$ cat src/rtl/serial_add_pkg.sv
// Shared definitions for the bit-serial adder controller: state encoding and default width.
package serial_add_pkg;

   localparam int DEFAULT_WIDTH = 8;

   localparam logic [1:0] ST_IDLE = 2'd0;
   localparam logic [1:0] ST_RUN  = 2'd1;
   localparam logic [1:0] ST_DONE = 2'd2;

   typedef enum logic [1:0] {
      S_IDLE = ST_IDLE,
      S_RUN  = ST_RUN,
      S_DONE = ST_DONE
   } ctrlState_e;

endpackage

$ cat src/rtl/serial_add_ctrl_if.sv
// Operand/result handshake bundle for serial_add_ctrl.
// Optional signed-overflow flag ovf is present when SERIAL_ADD_OVF_EN is defined.
interface serial_add_ctrl_if
   import serial_add_pkg::*;
#(
   parameter int WIDTH = DEFAULT_WIDTH
);

   logic             in_valid;
   logic             in_ready;
   logic [WIDTH-1:0] a;
   logic [WIDTH-1:0] b;
   logic             c_in;
   logic             out_valid;
   logic             out_ready;
   logic [WIDTH-1:0] sum;
   logic             c_out;
`ifdef SERIAL_ADD_OVF_EN
   logic             ovf;
`endif

   // Producer/consumer side: presents operands and accepts results
   modport master (
      output in_valid, a, b, c_in, out_ready,
`ifdef SERIAL_ADD_OVF_EN
      input  ovf,
`endif
      input  in_ready, out_valid, sum, c_out
   );

   // Controller side
   modport slave (
      input  in_valid, a, b, c_in, out_ready,
`ifdef SERIAL_ADD_OVF_EN
      output ovf,
`endif
      output in_ready, out_valid, sum, c_out
   );

endinterface

$ cat src/rtl/serial_add_ctrl_fa.sv
// Single-bit full adder cell; the only arithmetic slice the serial controller uses.
module FullAdder (
   input  logic a,
   input  logic b,
   input  logic carryIn,
   output logic sum,
   output logic carryOut
);

   logic halfSum;

   assign halfSum  = a ^ b;
   assign sum      = halfSum ^ carryIn;
   assign carryOut = (a & b) | (carryIn & halfSum);

endmodule

$ cat src/rtl/serial_add_ctrl.sv
// Bit-serial adder controller: one FullAdder cell processes WIDTH-bit operands LSB first.
// Define SERIAL_ADD_OVF_EN to add the registered two's-complement overflow output ovf.
module serial_add_ctrl
   import serial_add_pkg::*;
#(
   parameter  int WIDTH = DEFAULT_WIDTH,
   localparam int CNT_W = $clog2(WIDTH)
) (
   input  logic              clk,
   input  logic              rst,
   serial_add_ctrl_if.slave  bus,
   output logic              busy
);

   ctrlState_e       state;
   ctrlState_e       nextState;

   logic [WIDTH-1:0] aSh;
   logic [WIDTH-1:0] bSh;
   logic [WIDTH-1:0] sumSh;
   logic             carry;
   logic [CNT_W-1:0] cnt;

   logic             accept;
   logic             lastBit;
   logic             inReady;
   logic             outValid;
   logic             faSum;
   logic             faCarry;

   FullAdder bitCell (
      .a        (aSh[0]),
      .b        (bSh[0]),
      .carryIn  (carry),
      .sum      (faSum),
      .carryOut (faCarry)
   );

   assign lastBit = (cnt == CNT_W'(WIDTH - 1));

   // Next-state and handshake decode; in_ready is suppressed while reset is held
   always_comb begin
      nextState = state;
      inReady   = 1'b0;
      outValid  = 1'b0;
      busy      = 1'b0;
      accept    = 1'b0;
      case (state)
         S_IDLE: begin
            inReady = !rst;
            accept  = bus.in_valid && inReady;
            if (accept) begin
               nextState = S_RUN;
            end
         end
         S_RUN: begin
            busy = 1'b1;
            if (lastBit) begin
               nextState = S_DONE;
            end
         end
         S_DONE: begin
            busy     = 1'b1;
            outValid = 1'b1;
            if (bus.out_ready) begin
               nextState = S_IDLE;
            end
         end
         default: begin
            nextState = S_IDLE;
         end
      endcase
   end

   always_ff @(posedge clk) begin
      if (rst) begin
         state <= S_IDLE;
      end else begin
         state <= nextState;
      end
   end

   // Operand shifters and result accumulator; sum bits enter at the MSB and walk down
   always_ff @(posedge clk) begin
      if (rst) begin
         aSh   <= '0;
         bSh   <= '0;
         sumSh <= '0;
         carry <= 1'b0;
         cnt   <= '0;
      end else if (accept) begin
         aSh   <= bus.a;
         bSh   <= bus.b;
         sumSh <= '0;
         carry <= bus.c_in;
         cnt   <= '0;
      end else if (state == S_RUN) begin
         aSh   <= {1'b0, aSh[WIDTH-1:1]};
         bSh   <= {1'b0, bSh[WIDTH-1:1]};
         sumSh <= {faSum, sumSh[WIDTH-1:1]};
         carry <= faCarry;
         cnt   <= cnt + CNT_W'(1);
      end
   end

`ifdef SERIAL_ADD_OVF_EN
   logic ovfR;

   // Signed overflow is the carry into the MSB differing from the carry out of it
   always_ff @(posedge clk) begin
      if (rst) begin
         ovfR <= 1'b0;
      end else if ((state == S_RUN) && lastBit) begin
         ovfR <= carry ^ faCarry;
      end
   end

   assign bus.ovf = ovfR;
`endif

   assign bus.in_ready  = inReady;
   assign bus.out_valid = outValid;
   assign bus.sum       = sumSh;
   assign bus.c_out     = carry;

endmodule

$ cat src/flat_wrapper.sv
// flat-port wrapper written by rule: the top's interface ports become plain ports
module serial_add_ctrl_flat import serial_add_pkg::*;
#(
   parameter  int WIDTH = DEFAULT_WIDTH,
   localparam int CNT_W = $clog2(WIDTH)
)
  (clk, rst, busy, bus_in_valid, bus_a, bus_b, bus_c_in, bus_out_ready, bus_in_ready, bus_out_valid, bus_sum, bus_c_out);
  serial_add_ctrl_if #(.WIDTH(WIDTH)) bus_i ();
  input  logic clk;
  input  logic rst;
  output logic busy;
  input wire logic [$bits(bus_i.in_valid)-1:0] bus_in_valid;
  input wire logic [$bits(bus_i.a)-1:0] bus_a;
  input wire logic [$bits(bus_i.b)-1:0] bus_b;
  input wire logic [$bits(bus_i.c_in)-1:0] bus_c_in;
  input wire logic [$bits(bus_i.out_ready)-1:0] bus_out_ready;
  output wire logic [$bits(bus_i.in_ready)-1:0] bus_in_ready;
  output wire logic [$bits(bus_i.out_valid)-1:0] bus_out_valid;
  output wire logic [$bits(bus_i.sum)-1:0] bus_sum;
  output wire logic [$bits(bus_i.c_out)-1:0] bus_c_out;
  assign bus_i.in_valid = bus_in_valid;
  assign bus_i.a = bus_a;
  assign bus_i.b = bus_b;
  assign bus_i.c_in = bus_c_in;
  assign bus_i.out_ready = bus_out_ready;
  assign bus_in_ready = bus_i.in_ready;
  assign bus_out_valid = bus_i.out_valid;
  assign bus_sum = bus_i.sum;
  assign bus_c_out = bus_i.c_out;
  serial_add_ctrl #(.WIDTH(WIDTH)) u_core (.clk(clk), .rst(rst), .bus(bus_i), .busy(busy));
endmodule
$ cat config.mk
export PLATFORM = sky130hd
export DESIGN_NAME = serial_add_ctrl_flat
export DESIGN_NICKNAME = d
export VERILOG_FILES = /design/src/rtl/serial_add_pkg.sv /design/src/rtl/serial_add_ctrl_if.sv /design/src/rtl/serial_add_ctrl_fa.sv /design/src/rtl/serial_add_ctrl.sv /design/src/flat_wrapper.sv
export SDC_FILE = /design/constraint.sdc
export NUM_CORES = 1
export LEC_CHECK = 0
export BUFFER_PORTS_ARGS = -buffer_cell sky130_fd_sc_hd__buf_2
export CAP_MARGIN = 30
export CORE_MARGIN = 3
export CORE_UTILIZATION = 45
export DETAILED_ROUTE_END_ITERATION = 8
export PLACE_DENSITY = 0.69
export SETUP_SLACK_MARGIN = 0.02
export SLEW_MARGIN = 10
export SYNTH_ARGS = -nofsm -noshare
export SYNTH_HDL_FRONTEND = slang
export SYNTH_SLANG_ARGS = --single-unit
$ cat constraint.sdc
create_clock -name clk -period 1.7 [get_ports clk]
set_input_delay 0.17 -clock clk [delete_from_list [all_inputs] [get_ports clk]]
set_output_delay 0.17 -clock clk [all_outputs]
set_load 0.005 [all_outputs]
# After elaboration in Yosys (flattened, before gate mapping)
# Cells that the tools add are included.
# word_totals
register_bits	30
latch_bits	0
ramBits	0
romBits	0
inputBits	21
output_inout_bits	12
wordCells	39
n_memories	0
# op_classes
n_addsub	1
n_mul	0
div_mod_pow	0
magnitude_cmp	0
n_eq_ne	6
n_shift	0
n_mux	14
n_bitwise	5
n_reduce_logical	7
# ops
operator	n
$mux 8	4
$mux 1	6
$mux 2	3
$pmux 2 s3	1
$ne 2x1->1 const B	2
$reduce_or 2->1	2
$add 3x1->3 const B	1
$eq 3x3->1 const B	1
$reduce_and 3->1	1
$and 1x1->1	2
$eq 2x1->1 const B	1
$eq 2x2->1 const B	1
$logic_not 2->1	1
$ne 2x2->1 const B	1
$reduce_bool 2->1	1
$xor 1x1->1	2
$logic_and 1x1->1	1
$logic_not 1->1	1
$or 1x1->1	1

# Longest topological paths before layout
# Gate-level depths: netlist (run 1).
# logic_depth
word_depth	5
mapped_depth	6
ltp_nobuf	5

# By module
# A second synthesis (run 1) with hierarchy kept.
# unflattened
cells_unflattened	136
area_unflattened_um2	1477.7
# by_module_without_submodules
mod	instances	cells_per_inst	area_per_inst_um2	seq_area_each_um2
serial_add_ctrl	1	135	1457.6	600.6
FullAdder	1	1	20.0	0.0

# Worst setup path after synthesis (run 1)
# No wires, ideal clock.
# synth_timing
path_type	reg-to-reg
start	register u_core.state[1]
end	register u_core.state[0]
setup_ns	0.072
arrival_ns	1.404
t_required_ns	1.628
slack_ns	0.225
path_stages_with_launch	6
path_buffers	1
period_less_slack_ns	1.475
cell_sequence	dfxtp_1 inv_1 ha_1 buf_6 a222oi_1 mux2i_1
# synth_via
elab_chain_cells	3
elab_cells_between_ends	8
classes_between	eq/ne (5); mux (1); reduce/logical (2)
# synth_lines
item	line_no	source
start: declaration	serial_add_ctrl.sv:15	ctrlState_e state;
start signal: assignment	serial_add_ctrl.sv:79	state <= nextState;
$eq 2x1->1, or another cell as far along	serial_add_ctrl.sv:48	case (state)
$ne 2x1->1 (no line) or $ne 2x2->1 (tied branches)	-	
$reduce_and 3->1 (no line)	-	
# Parallel ways exist; a longest one is shown, timed or not.
# A chain may end at the register's enable or synchronous reset.

# Final worst setup path (run 1)
# layout_timing
start	register u_core.state[0]
end	register u_core.state[1]
# Same word-level chain as after synthesis.

==> metrics.md, run 1 <==
| Metric | Value |
|---|---|
| Register area | `roughly 600 um^2` |
| Fin crit share | `~91%` |
| Worst hold start | `bus_a[7]` |
| Final setup vio count | `0` |
| Post-DP HPWL | `roughly 1800 um` |
| Max Root-Sink Buffers | `2` |
| Hold Path Sink | `u_core.aSh[7]` |
| Total clock sinks | `30` |
| #FFs+latches synth | `30` |
| Total track usage | `between 10% and 20%` |
| Diodes inserted | `0` |
| EDFF count, synth | `0` |
| Rel. slew slack | `63.4%` |
| Dpl cell area | `between 0.0015 and 0.002 mm^2` |
| Wirelength per Cell | `12.6 um` |
| PD cells | `~1300 mW/mm^2` |
| Area grow syn2layout | `17.8%` |
| Multi-input logic area | `a little under 700 um^2` |
| Starting DRT DRC Count | `between 50 and 60` |
| Met1 Track Usage GR | `between 10% and 20%` |
| Synth warn | `0` |
| Met2 GRT Util | `between 20% and 30%` |
| Gr ovfl total | `0` |
| H-tree depth | `2` |
| R2r endpoint | `u_core.state[1]` |
| Worst EP required | `1.95 ns` |
| Max cap viols | `0` |
| Critical path class | `flip-flop to flip-flop` |
| Worst setup SP type | `flip-flop` |
| Setup TNS | `0 ns` |
| Drt via density | `~5.3` |
| Most common cell in the netlist | `dfxtp_1` |
| CTS buffer count | `5` |
| Lkg Pwr | `roughly 0.72 nW` |
| Share of post-route cells with drive strength above 1 | `about 25%` |
| RR Startpoint | `u_core.state[0]` |
| Setup Skew | `around 0.0026 ns` |
| Worst-Skew Late Latency | `0.31 ns` |
| Antenna Nets Post-Route | `0` |
| Initial antenna violation count | `0` |
| Synth top area cells | `dfxtp_1 (44%), mux2i_1 (21%), a211oi_1 (8.3%)` |
| Port Buffer Count | `32` |
| Top-level port count | `33` |
| Unique masters post-synth | `18` |
| Most frequent cells after synthesis | `dfxtp_1 (30), mux2i_1 (29), nor2_1 (28)` |
| Post-Synthesis Cells | `approximately 140` |
| # hold bufs at CTS | `0` |
| CTS tree | `built` |
| CP Cell Sequence | `inv_1 > ha_1 > a222oi_1 > mux2i_1` |
| Placer Congestion | `about 0.74` |
| WP buf/inv | `1` |
| Post-CTS setup buffers | `0` |
| Reg clk slew, reported paths | `around 0.08 ns` |
| Hold Crit Depth | `3` |
| FP Rows | `19` |
| Post-route DRC | `0` |
| Cell Area, Synth | `roughly 0.0014 mm^2` |
| Final WL | `around 2500 um` |
| Initial core utilization | `roughly half` |
| Nets | `roughly 200` |
| Final hold violations | `0` |
| RSZ-0062 raised after global routing | `no` |
| Synth top area share | `between 40% and 50%` |
| First-pass GRT wire length | `4230 um` |
| Die Y | `slightly above 60 um` |
| WP data arrival | `1.79 ns` |
| Max incr delay on CP | `around 0.48 ns` |
| Cts repair resizes | `0` |
| Die area | `0.00372 mm^2` |
| Sequential share of the synthesized area | `44.1%` |
| Post-synthesis async set-or-reset flop share | `0%` |
| Slew @ Worst Pin | `about 0.55 ns` |
| Core area | `0.00283 mm^2` |
| Critical-path top delay cell | `a222oi_1` |
| Final Max Slew Viols | `0` |
| Die width | `between 60 and 70 um` |
| Worst Reg-to-Reg Cells | `4` |
| Vias in the first global route | `around 1000` |
| Final core area utilization | `a little under three fifths` |
| Status | `finished, final reports clean` |
| Final instance area | `around 0.0016 mm^2` |
| Hold Worst Slack | `0.0774 ns` |
| Crit end category | `flip-flop` |
| Area leader, netlist | `dfxtp_1` |
| Pre-Repair DR Iteration Count | `4` |
| Predominant post-synthesis flop cell | `dfxtp_1` |
| Fillers | `260` |
| Max frequency | `650 MHz` |
| Fin crit period | `1.54 ns` |
| Family with the most delay on the worst path | `compound AO/OA/AOI/OAI gates` |
| Worst hold-check path type | `input pin to flip-flop` |
| Syn_area_per_cell | `about 10 um^2` |
| Gr busiest metal | `met2` |
| R2r setup slk | `around 0.16 ns` |
| Via Count | `1052` |
| Worst-path maximum fanout | `4` |
| Largest net degree at the start of global routing | `33` |
| Root buffer cell | `clkbuf_4` |
| Met3 Use GR | `between 7 and 8%` |
| Synth Net Count | `164` |
| Peak VDD IR | `about 600 uV` |
==> where the power goes <==
| part | internal (mW) | switching, mW |
|---|---|---|
| Combinational | 0.356 | 0.370 |
| Clock | 0.186 | 0.216 |
| Sequential | 0.821 | 0.0774 |
| Total | 1.36 | 0.663 |
==> tightest hold or removal path: cells and delay by family <==
kind / cells / cell delay, ns
and+or+nand+nor: 1 / 0.07
muxes: 1 / 0.05
buffers and inverters: 1 / 0.07
==> kinds of logic after synthesis <==
| group | share of synthesized area [%] |
|---|---|
| compound gates | 9.55 |
| buf+inv | 5.05 |
| mux | 21.3 |
| flops | 44.1 |
| xor+xnor | 0.643 |
| fa+ha+maj | 7.90 |
| simple gates | 11.5 |
==> state kept, by name, indices dropped and copies added (netlist names) <==
signal	cells
u_core.aSh	8
u_core.bSh	8
u_core.bus.c_out	1
u_core.bus.sum	8
u_core.cnt	3
u_core.state	2
==> through the flow <==
step                      cells  total power [mW]  setup slack, ns
final                       199              2.03            0.160
after global routing        199              2.16           0.0226
after CTS                   199              2.05            0.144
after floorplan             135              1.47            0.225
after detailed placement    193              1.64            0.153
after global placement      193              1.60            0.288
==> area by class of cell <==
class | instances | share of cell area, %
clock buffers | 6 | 3.20
inverters | 5 | 1.17
multi-input cells | 91 | 43.2
flip-flops and latches | 30 | 37.4
well taps | 31 | 2.42
repair buffers | 36 | 12.6
==> layer usage <==
| metal | share of wire [%] | vias up |
|---|---|---|
| met5 | 0 | - |
| met2 | 47 | 31 |
| met1 | 44 | 481 |
| met4 | 2.6 | 0 |
| li1 | - | 534 |
| met3 | 6.4 | 6 |
==> cell usage in the layout, fill, tap and decap left out <==
master,count
buf_2,32
dfxtp_1,30
mux2i_1,29
nor2_1,28
a211oi_1,15
ha_1,7
inv_1,5
clkbuf_4,5
nand2b_1,4
nor2b_1,3
buf_4,3
a222oi_1,1
nand3b_1,1
a21o_1,1
xnor2_1,1
fa_1,1
clkbuf_8,1
buf_12,1
==> how the worst max path moves through the flow <==
| stage | startpoint | endpoint | slack (ns) | cells past startpoint |
|---|---|---|---|---|
| detailed placement | u_core.state[0] | u_core.state[1] | 0.15 | 4 |
| floorplan | u_core.state[1] | u_core.state[0] | 0.22 | 5 |
| global placement | u_core.cnt[0] | u_core.state[0] | 0.29 | 5 |
| global route | u_core.cnt[0] | u_core.state[1] | 0.02 | 5 |
| CTS | u_core.state[1] | u_core.state[1] | 0.14 | 4 |
| finish | u_core.state[0] | u_core.state[1] | 0.16 | 4 |
(Power assumes the default switching activity.)
==> run 2: changes to the inputs <==
==> constraint.sdc (replaced) <==
create_clock -name clk -period 1.6 [get_ports clk]
set_input_delay 0.16 -clock clk [delete_from_list [all_inputs] [get_ports clk]]
set_output_delay 0.16 -clock clk [all_outputs]
set_load 0.005 [all_outputs]
==> run 2 against run 1 <==
Non-clock buffer count grew 1; combinational power grew 8.4%; cell count grew 1.5%; die area is the same; critical path depth grew 1; final area grew 1.3%; first-iteration DRC count shrank 50%; total power grew 8.6%; sequential share of layout area shrank 0.41 points; routed wire length is essentially flat.
==> metrics.md, run 2 (synthesis results as in run 1) <==
| Metric | Value |
|---|---|
| Critical path class | `flip-flop to flip-flop` |
| Register area | `602 um^2` |
| Total track usage | `15.0%` |
| Non-Filler Instances | `between 200 and 250` |
| Via Count | `~1000` |
| Worst-Skew Late Latency | `~0.32 ns` |
| Pre-Repair DR Iteration Count | `4` |
| Commonest non-fill, non-tap cells in the layout | `buf_2 (32), mux2i_1 (29), dfxtp_1 (29)` |
| Reg clk slew, reported paths | `0.09 ns` |
| Die width | `61.0 um` |
| Worst Reg-to-Reg Cells | `5` |
| Lkg Pwr | `around 0.73 nW` |
| Worst setup SP type | `flip-flop` |
| RR Startpoint | `u_core.state[1]` |
| Final setup vio count | `0` |
| Hold Worst Slack | `~0.089 ns` |
| Setup Skew | `~0.006 ns` |
| Max frequency | `approximately 690 MHz` |
| Peak VDD IR | `between 700 and 800 uV` |
| Root buffer cell | `clkbuf_4` |
| FP Rows | `19` |
| Rel. slew slack | `just under 80%` |
| Place WS | `0.102 ns` |
| Fillers | `roughly 270` |
| First-pass GRT wire length | `around 4000 um` |
| Die area | `~0.0037 mm^2` |
| Area grow syn2layout | `19.4%` |
| Final core area utilization | `a little under three fifths` |
| Final hold violations | `0` |
| Slew @ Worst Pin | `approximately 0.33 ns` |
| CTS buffer count | `5` |
| Total Power | `2.20 mW` |
| Initial antenna violation count | `0` |
| Placed Cells | `193` |
| WP data arrival | `between 1.5 and 2 ns` |
| Gr ovfl total | `0` |
| Max cap viols | `0` |
| Max Root-Sink Buffers | `2` |
| H-tree depth | `2` |
| Die Y | `between 60 and 70 um` |
| Starting DRT DRC Count | `29` |
| Status | `finished, final reports clean` |
| Final WL | `around 2500 um` |
| PD cells | `between 1000 and 1500 mW/mm^2` |
| R2r setup slk | `approximately 0.15 ns` |
| Crit end category | `flip-flop` |
| Share of post-route cells with drive strength above 1 | `26.3%` |
| Final instance area | `~0.0016 mm^2` |
| Commonest non-fill, non-tap cell in the layout | `buf_2` |
| Fin crit period | `about 1.4 ns` |
| Worst EP required | `~1.9 ns` |
| Nets | `a little under 200` |
| Placer Congestion | `approximately 0.74` |
| Top-level port count | `33` |
| Antenna Nets Post-Route | `0` |
| Crit path from | `u_core.state[1]` |
| PnR worst setup slack | `0.150 ns` |
| Worst hold start | `bus_b[7]` |
| Fin crit share | `around nine tenths` |
| Multi-input logic area | `roughly 690 um^2` |
| Vias in the first global route | `952` |
| Port Buffer Count | `32` |
| Post-route DRC | `0` |
| Initial core utilization | `48.2%` |
| CP endpoint | `u_core.state[1]` |
| Total clock sinks | `30` |
| Final Max Slew Viols | `0` |
| Post-DP HPWL | `about 1800 um` |
| RSZ-0062 raised after global routing | `no` |
| Largest net degree at the start of global routing | `33` |
| Dpl cell area | `0.00155 mm^2` |
| Core area | `between 0.002 and 0.003 mm^2` |
| R2r endpoint | `u_core.state[1]` |
| Setup TNS | `0 ns` |
| Diodes inserted | `0` |
| Wirelength per Cell | `roughly 12 um` |
| CTS tree | `built` |
| Drt via density | `5.11` |
| Worst hold-check path type | `input pin to flip-flop` |
| Worst-path maximum fanout | `4` |
run 2: changes by cell type in the layout (fill, tap and decap cells not counted), sizes merged:
cell	change
buf	+1
clkinv	+1
clkbuf	+1
run 2: worst min path at each step:
| stage | slack, ns | to | cells past startpoint |
|---|---|---|---|
| floorplan | 0.30 | u_core.aSh[7] | 2 |
| CTS | 0.07 | u_core.bSh[7] | 3 |
| finish | 0.09 | u_core.bSh[7] | 3 |
| global placement | 0.39 | u_core.bSh[7] | 3 |
| global route | 0.1 | u_core.bSh[4] | 3 |
| detailed placement | 0.42 | u_core.bSh[7] | 3 |
run 2: timing repair:
item,CTS,global route
setup endpoints to repair,0,7
gates resized for setup,0,2
buffers inserted,0,1
hold buffers,0,0
run 2: cell type report:
| type | instances | share of cell area, % |
|---|---|---|
| flip-flops and latches | 30 | 37.0 |
| clock buffers | 7 | 3.38 |
| inverters | 5 | 1.15 |
| well taps | 31 | 2.38 |
| multi-input cells | 91 | 42.6 |
| clock inverters | 1 | 0.308 |
| repair buffers | 37 | 13.2 |
run 2: power by group:
group / internal (mW) / total (mW) / switching (mW)
Clock: 0.213 / 0.458 / 0.245
Combinational: 0.396 / 0.787 / 0.391
Sequential: 0.875 / 0.956 / 0.0818
run 2: worst max-delay path: stages, from the launching register on:
cell and delay [ns]:
dfxtp_1 0.36, inv_1 0.10, ha_1 0.23, a222oi_1 0.32, buf_4 0.18, mux2i_1 0.18
run 2: per-layer routing:
layer,wire length [um],GRT usage [%]
met1,1100,17.3
met2,1230,24.8
met3,138,5.66
met4,31,6.50
met5,0,0
==> run 3: changes to the inputs <==
--- a/config.mk
+++ b/config.mk
@@ -10,7 +10,7 @@
 export CORE_MARGIN = 3
 export CORE_UTILIZATION = 45
 export DETAILED_ROUTE_END_ITERATION = 8
-export PLACE_DENSITY = 0.69
+export PLACE_DENSITY = 0.65
 export SETUP_SLACK_MARGIN = 0.02
 export SLEW_MARGIN = 10
 export SYNTH_ARGS = -nofsm -noshare
==> run 3 against run 2 <==
Count of clock-buffer cells in the layout stayed put; flip-flop and latch count stayed put; via count is 0.19% higher; critical path type unchanged; critical endpoint unchanged; largest cell class unchanged.
==> metrics.md, run 3 (synthesis results as in run 1) <==
| Metric | Value |
|---|---|
| Status | `finished, final reports clean` |
| Core area | `roughly 0.0028 mm^2` |
| Final core area utilization | `between 50% and 60%` |
| CTS buffer count | `5` |
| Worst setup SP type | `flip-flop` |
| Share of post-route cells with drive strength above 1 | `between 20% and 30%` |
| RR Startpoint | `u_core.state[1]` |
| Critical path class | `flip-flop to flip-flop` |
| Commonest non-fill, non-tap cell in the layout | `buf_2` |
| PD cells | `roughly 1300 mW/mm^2` |
| CP Cell Sequence | `inv_1 > ha_2 > a222oi_1 > mux2i_1` |
| Worst hold-check path type | `input pin to flip-flop` |
| Final setup vio count | `0` |
| CP endpoint | `u_core.state[1]` |
| Final Max Slew Viols | `0` |
| R2r endpoint | `u_core.state[1]` |
| RSZ-0062 raised after global routing | `no` |
| Antenna Nets Post-Route | `0` |
| Total clock sinks | `30` |
| Final WL | `approximately 2500 um` |
| Top-level port count | `33` |
| Critical-path top delay cell | `a222oi_1` |
| Max cap viols | `0` |
| Placer Congestion | `between 0.7 and 0.8` |
| Lkg Pwr | `~0.73 nW` |
| Family with the most delay on the worst path | `compound AO/OA/AOI/OAI gates` |
| Max Root-Sink Buffers | `2` |
| Diodes inserted | `0` |
| Post-route DRC | `0` |
| H-tree depth | `2` |
| Slew @ Worst Pin | `a little over 0.5 ns` |
| Pre-Repair DR Iteration Count | `5` |
| Vias in the first global route | `about 950` |
| # hold bufs at CTS | `0` |
| CTS tree | `built` |
| WP buf/inv | `1` |
| Fin crit period | `roughly 1.5 ns` |
| Fin crit share | `between 90% and 100%` |
| Crit end category | `flip-flop` |
| Reg clk slew, reported paths | `0.09 ns` |
| Gr ovfl total | `0` |
| Fillers | `250` |
| Hold Crit Depth | `3` |
| Die Y | `61.0 um` |
| Post-DP HPWL | `approximately 1700 um` |
| Nets | `between 150 and 200` |
| Die width | `roughly 61 um` |
| Port Buffer Count | `32` |
| Setup Skew | `0.0111 ns` |
| Worst-Skew Late Latency | `approximately 0.32 ns` |
| Worst EP required | `1.85 ns` |
| Worst-path maximum fanout | `4` |
| FP Rows | `19` |
| Setup TNS | `0 ns` |
| First-pass GRT wire length | `a little over 4000 um` |
| Peak VDD IR | `between 700 and 800 uV` |
| Total track usage | `between 10% and 20%` |
| Rel. slew slack | `between 60% and 70%` |
| Commonest non-fill, non-tap cells in the layout | `buf_2 (32), mux2i_1 (29), nor2_1 (28)` |
| Worst path depth | `4` |
| Max incr delay on CP | `approximately 0.52 ns` |
| Via Count | `about 1000` |
| Initial core utilization | `about half` |
| Initial antenna violation count | `0` |
| Drt via density | `approximately 5.1` |
| Root buffer cell | `clkbuf_4` |
| Final hold violations | `0` |
| WP data arrival | `between 1.5 and 2 ns` |
| Worst Reg-to-Reg Cells | `4` |
| Max frequency | `661 MHz` |
| Wirelength per Cell | `roughly 12 um` |
| R2r setup slk | `0.09 ns` |
| Largest net degree at the start of global routing | `33` |
| Starting DRT DRC Count | `50` |
| Crit path from | `u_core.state[1]` |
| Die area | `0.00372 mm^2` |
| Area grow syn2layout | `21.4%` |
[run 3: cell counts in the layout (fill, tap and decap cells not counted)]
No cell type changed its count.
[run 3: what timing repair did]
item	4_1_cts	5_1_grt
endpoints found under the hold margin	0	0
setup buffers	0	1
resized for setup	0	9
setup endpoints to repair	0	10
[run 3: where the power goes]
group | leakage, nW | internal [mW] | switching [mW]
logic | 0.443 | 0.390 | 0.392
clock network | 0.0353 | 0.213 | 0.248
registers | 0.246 | 0.878 | 0.0819
total | 0.725 | 1.48 | 0.722
[run 3: worst min-delay path by stage]
stage / startpoint / end / slack, ns
floorplan: bus_a[7] / u_core.aSh[7] / 0.30
global placement: bus_a[7] / u_core.aSh[7] / 0.39
detailed placement: bus_a[7] / u_core.aSh[7] / 0.40
CTS: bus_a[7] / u_core.aSh[7] / 0.05
global route: bus_a[7] / u_core.aSh[7] / 0.06
finish: bus_a[7] / u_core.aSh[7] / 0.07
[run 3: area by class of cell]
cell class / instances / area, um^2 / area share (%)
Multi-Input combinational cell: 91 / 721 / 43.6
Inverter: 5 / 18.8 / 1.13
Tap cell: 31 / 38.8 / 2.34
Clock buffer: 7 / 55.1 / 3.33
Sequential cell: 30 / 606 / 36.6
Clock inverter: 1 / 5.00 / 0.303
Timing Repair Buffer: 37 / 210 / 12.7
[run 3: metrics by stage]
stage | instance area (um^2) | hold slack, ns | setup WS [ns] | power [mW] | std cells
6_report | 1650 | 0.0683 | 0.0865 | 2.20 | 202
5_1_grt | 1650 | 0.0571 | 0.00710 | 2.38 | 202
4_1_cts | 1610 | 0.0498 | 0.0750 | 2.19 | 201
3_5_place_dp | 1550 | 0.400 | 0.0957 | 1.73 | 193
3_3_place_gp | 1550 | 0.392 | 0.172 | 1.70 | 193
2_1_floorplan | 1360 | 0.304 | 0.125 | 1.56 | 135
[run 3: worst reg2reg max path: cells and delay by family (launching register included)]
family | cells | cell delay [ns]
AO/OA/AOI/OAI | 1 | 0.52
flip-flops | 1 | 0.35
multiplexers | 1 | 0.28
adder cells (fa/ha/maj) | 1 | 0.21
buffers and inverters | 1 | 0.09
[run 3: metal layers]
metal | vias to the layer above | track usage [%] | routed length (um)
li1 | 534 | - | -
met1 | 470 | 18.2 | 1140
met2 | 28 | 21.9 | 1190
met3 | 2 | 7.13 | 143
met4 | 0 | 7.12 | 14
met5 | - | 0 | 0
